### src/rtl/decoder_leaf_n.sv
// Routes flits from one input to one of N buffered outputs, steered by a separate select channel.
// In packet mode the select is taken on the head flit only and the route is held until the tail.
module decoder_leaf_n #(
  parameter int unsigned W        = 9,
  parameter int unsigned N        = 4,
  parameter int unsigned DEPTH    = 2,
  parameter int unsigned PKT_MODE = 0,
  localparam int unsigned SW      = $clog2(N)
) (
  input  logic           CLK,
  input  logic           _RESET,
  input  logic [W-1:0]   in_data,
  input  logic           in_valid,
  output logic           in_ready,
  input  logic [SW-1:0]  s_data,
  input  logic           s_valid,
  output logic           s_ready,
  output logic [N*W-1:0] out_data,
  output logic [N-1:0]   out_valid,
  input  logic [N-1:0]   out_ready,
  output logic           err
);

  localparam int unsigned PW = (DEPTH > 1) ? $clog2(DEPTH) : 1;
  localparam int unsigned CW = $clog2(DEPTH + 1);
  localparam logic [SW:0] NMAX = (SW + 1)'(N);

  typedef enum logic {StIdle, StLocked} state_e;

  state_e        state_q, state_d;
  logic [SW-1:0] route_q, route_d;
  logic          err_q, err_d;
  logic [N-1:0]  full;
  logic [N-1:0]  push;
  logic [N-1:0]  pop;
  logic          sel_full;
  logic          route_full;
  logic          in_range;

  assign in_range = ({1'b0, s_data} < NMAX);
  assign err      = err_q;

  // Loop lookups keep an out-of-range select from ever indexing past the FIFO array.
  always_comb begin
    sel_full   = 1'b0;
    route_full = 1'b0;
    for (int k = 0; k < N; k++) begin
      if (s_data == SW'(k)) sel_full = full[k];
      if (route_q == SW'(k)) route_full = full[k];
    end
  end

  always_comb begin
    state_d  = state_q;
    route_d  = route_q;
    err_d    = err_q;
    push     = '0;
    in_ready = 1'b0;
    s_ready  = 1'b0;
    unique case (state_q)
      StIdle: begin
        if (in_range) begin
          in_ready = s_valid & ~sel_full;
          s_ready  = in_valid & ~sel_full;
          if (in_valid && s_valid && !sel_full) begin
            for (int k = 0; k < N; k++) begin
              if (s_data == SW'(k)) push[k] = 1'b1;
            end
            if ((PKT_MODE != 0) && !in_data[W-1]) begin
              state_d = StLocked;
              route_d = s_data;
            end
          end
        end else begin
          // Unroutable select: swallow both tokens so the channel does not wedge.
          in_ready = in_valid & s_valid;
          s_ready  = in_valid & s_valid;
          if (in_valid && s_valid) err_d = 1'b1;
        end
      end
      StLocked: begin
        in_ready = ~route_full;
        if (in_valid && !route_full) begin
          for (int k = 0; k < N; k++) begin
            if (route_q == SW'(k)) push[k] = 1'b1;
          end
          if (in_data[W-1]) state_d = StIdle;
        end
      end
      default: state_d = StIdle;
    endcase
    if (!_RESET) begin
      in_ready = 1'b0;
      s_ready  = 1'b0;
      push     = '0;
    end
  end

  always_ff @(posedge CLK or negedge _RESET) begin
    if (!_RESET) begin
      state_q <= StIdle;
      route_q <= '0;
      err_q   <= 1'b0;
    end else begin
      state_q <= state_d;
      route_q <= route_d;
      err_q   <= err_d;
    end
  end

  for (genvar k = 0; k < N; k++) begin : g_fifo
    logic [W-1:0]  mem_q [DEPTH];
    logic [PW-1:0] wptr_q, rptr_q;
    logic [CW-1:0] cnt_q;

    assign full[k]              = (cnt_q == CW'(DEPTH));
    assign out_valid[k]         = (cnt_q != '0);
    assign pop[k]               = out_valid[k] & out_ready[k];
    assign out_data[k*W +: W]   = mem_q[rptr_q];

    always_ff @(posedge CLK or negedge _RESET) begin
      if (!_RESET) begin
        wptr_q <= '0;
        rptr_q <= '0;
        cnt_q  <= '0;
      end else begin
        if (push[k]) wptr_q <= (wptr_q == PW'(DEPTH - 1)) ? '0 : wptr_q + 1'b1;
        if (pop[k])  rptr_q <= (rptr_q == PW'(DEPTH - 1)) ? '0 : rptr_q + 1'b1;
        if (push[k] && !pop[k])      cnt_q <= cnt_q + 1'b1;
        else if (!push[k] && pop[k]) cnt_q <= cnt_q - 1'b1;
      end
    end

    always_ff @(posedge CLK) begin
      if (push[k]) mem_q[wptr_q] <= in_data;
    end
  end

endmodule

### config.mk
export PLATFORM = sky130hd
export DESIGN_NAME = decoder_leaf_n
export DESIGN_NICKNAME = d
export VERILOG_FILES = /design/src/rtl/decoder_leaf_n.sv
export SDC_FILE = /design/constraint.sdc
export NUM_CORES = 1
export LEC_CHECK = 0
export CORE_ASPECT_RATIO = 0.8
export CORE_MARGIN = 2
export CORE_UTILIZATION = 47
export CTS_CLUSTER_SIZE = 40
export DETAILED_ROUTE_END_ITERATION = 16
export PLACE_DENSITY_LB_ADDON = 0.1
export SYNTH_ARGS = -nofsm -noshare
export SYNTH_HDL_FRONTEND = slang
export SYNTH_SLANG_ARGS = --single-unit
### constraint.sdc
create_clock -name CLK -period 2.1 [get_ports CLK]
set_clock_uncertainty 0.05 [all_clocks]
set_input_delay 0.42 -clock CLK [delete_from_list [all_inputs] [get_ports CLK]]
set_output_delay 0.42 -clock CLK [all_outputs]
set_load 0.005 [all_outputs]
==> results.toml <==
[status]
outcome = "finished, violations left"
violations = "negative setup slack"

[final_layout]
diodes = 0
postLayoutCoreUtil_pct = 65.5
nets = 333
final_common_cell = "edfxtp_1"
drive_above_1_share_pct = 36.3
instances_no_fill = 404
area_delta_synth_final_pct = 35.2
final_cell_mix = "edfxtp_1 (72), dlygate4sd2_1 (38), buf_4 (37)"

[hold_path]
hp-start = "g_fifo[1].wptr_q"
holdPathStages = 1
min_to = "g_fifo[1].wptr_q"
hold_path.class = "flip-flop to flip-flop"

[synth]
avgSynthCellArea_sq_um = 17.9
synth_edf_count = 72
synth_flop_cell = "edfxtp_1"
async_reset_ff_share_pct = 19.1
synth_fp_nets = 222
postSynthCellCount = 199
ys_types = 30
seq_area_frac_synth_pct = 72.6
syn_area_sq_mm = 0.00356
yosys_register_bits = 89
synth_warnings = 0

[timing]
worst_slack_ns = -0.106
setup_violations = 2
finalMaxSlewViolations = 0
grt_setup_unrepaired = "yes"
finalSetupTns_ns = -0.203
whs_ns = 0.445
min_period_ns = 2.21
hold_viol = 0
clock.fmax_ghz = 0.453
finalCritPeriodShare_pct = 105

[grt]
track_usage_pct = 17.9
grt_overflow = 0
antenna_found_initial = 0
grt_pass1_vias = 2019
grt_pass1_wl_microns = 10500
grt_max_degree = 18

[routing]
drt_iter0_drc = 87
vias = 2021
via_per_inst = 5.00
antenna_left = 0
wl_per_cell_microns = 17.1
drt-total-wl_microns = 6900
dr.pass1.iters = 4
drc_errors = 0

[die]
die_y_microns = 81.9
fp.dieArea_sq_mm = 0.00830
core_area_sq_mm = 0.00736
num_rows = 28
die_x_microns = 101
initial_core_util_pct = 48.4
ios = 62

[critical_path]
r2r-end = "g_fifo[1].cnt_q[1]"
reg2reg_depth = 7
startpoint_type = "primary input"
critPathRequiredTime_ns = 1.63
cp.arrival_ns = 1.74
path_max_fanout = 6
crit_path_end_kind = "primary output"
timing.rr.start = "g_fifo[1].cnt_q[1]"
r2r_setup_slack_ns = 0.30
critPathKind = "primary input to primary output"

[clock_network]
cts_tree = "yes"
htreeDepth = 3
root_buffer = "clkbuf_8"
cts_buffers = 9
clock_latency_ns = 0.35
cts_hold_buf = 0
cts.sinks = 89
path_clk_slew_ns = 0.08
clk_path_buf_depth = 2

[run]
drv_cap = 0

[place]
gp_congestion = 0.847
dpl.hpwl_microns = 4650
port_buffers = 60
dpl.cell_count = 374

[power]
p_leak_nw = 1.88
power_density_mw_per_mm2 = 1070
peakVddDrop_mv = 0.452
[power by group]
part           switching (mW)  internal (mW)
clock network           0.548          0.573
logic                   0.690           1.10
registers               0.131           2.11
[Yosys cell counts, types with 3 or more instances]
cell type / instances / area, sq um
xnor2_1: 9 / 78.8
and2_1: 3 / 18.8
or2_2: 4 / 25.0
mux2_2: 36 / 405
clkbuf_1: 4 / 15.0
xor2_1: 11 / 96.3
inv_1: 3 / 11.3
edfxtp_1: 72 / 2160
nand2_1: 6 / 22.5
nor2b_1: 4 / 25.0
nor2_1: 6 / 22.5
dfrtp_1: 17 / 425
ha_1: 4 / 50.1
[cells by family (layout without fill, tap and decap cells)]
kind of cell / count (synthesis) / count (layout) / share of synthesized area (%)
other: 1 / 1 / 0.105
DFF: 89 / 89 / 72.6
adders and majority gates: 4 / 4 / 1.41
buffers and inverters: 8 / 123 / 0.948
xor gates and xnor gates: 20 / 20 / 4.92
AOI/OAI and AO/OA: 3 / 3 / 0.668
and+or+nand+nor: 38 / 38 / 7.94
muxes: 36 / 36 / 11.4
[layer usage]
layer  wire (microns)  vias to the layer above  GRT usage [%]
met2             3320                       57           27.9
met4               65                        0           4.59
met1             3080                      999           24.3
met3              441                        9           6.38
li1                 -                      956              -
met5                0                        -              0
[critical path, cell delays in order]
cell	delay [ns]
dlygate4sd2_1	0.29
and4bb_4	0.26
or4_4	0.52
nor3_2	0.11
buf_2	0.13
[sequential cells by signal, summed over array words and instances, names as in the netlist]
name and flops:
g_fifo.wptr_q 4, g_fifo.mem_q 72, g_fifo.rptr_q 4, state_q 1, g_fifo.cnt_q 8
[what timing repair did]
action | in CTS | in global routing
setup endpoints to repair | 42 | 11
resized for setup | 60 | 5
cloned | 0 | 0
pin swaps | 3 | 0
setup buffers | 14 | 1
[area by class of cell]
class                           instances  area (sq um)
Clock inverter                          5          56.3
Fill cell                             554          2540
Timing Repair Buffer                  105           951
Multi-Input combinational cell        102           956
Sequential cell                        89          2590
Tap cell                               90           113
Clock buffer                           10           138
Inverter                                3          11.3
[worst max-delay path by stage]
stage / startpoint / end / slack [ns] / cells after the start
2_1_floorplan: state_q / g_fifo[1].mem_q[0][0] / 0.09 / 3
3_3_place_gp: s_data[0] / in_ready / -0.68 / 5
3_5_place_dp: s_data[0] / in_ready / -0.72 / 5
4_1_cts: g_fifo[1].cnt_q[1] / s_ready / -0.11 / 4
5_1_grt: g_fifo[1].cnt_q[1] / s_ready / -0.16 / 4
6_report: s_data[1] / s_ready / -0.11 / 5
[per-stage QoR]
step	power, mW	setup slack [ns]	instance area (sq um)
finish	5.15	-0.106	4820
global route	5.43	-0.161	4820
CTS	5.19	-0.109	4790
detailed placement	3.92	-0.717	4510
global placement	3.90	-0.680	4510
floorplan	3.09	0.0864	3570
Power figures use the tool's default switching activity.
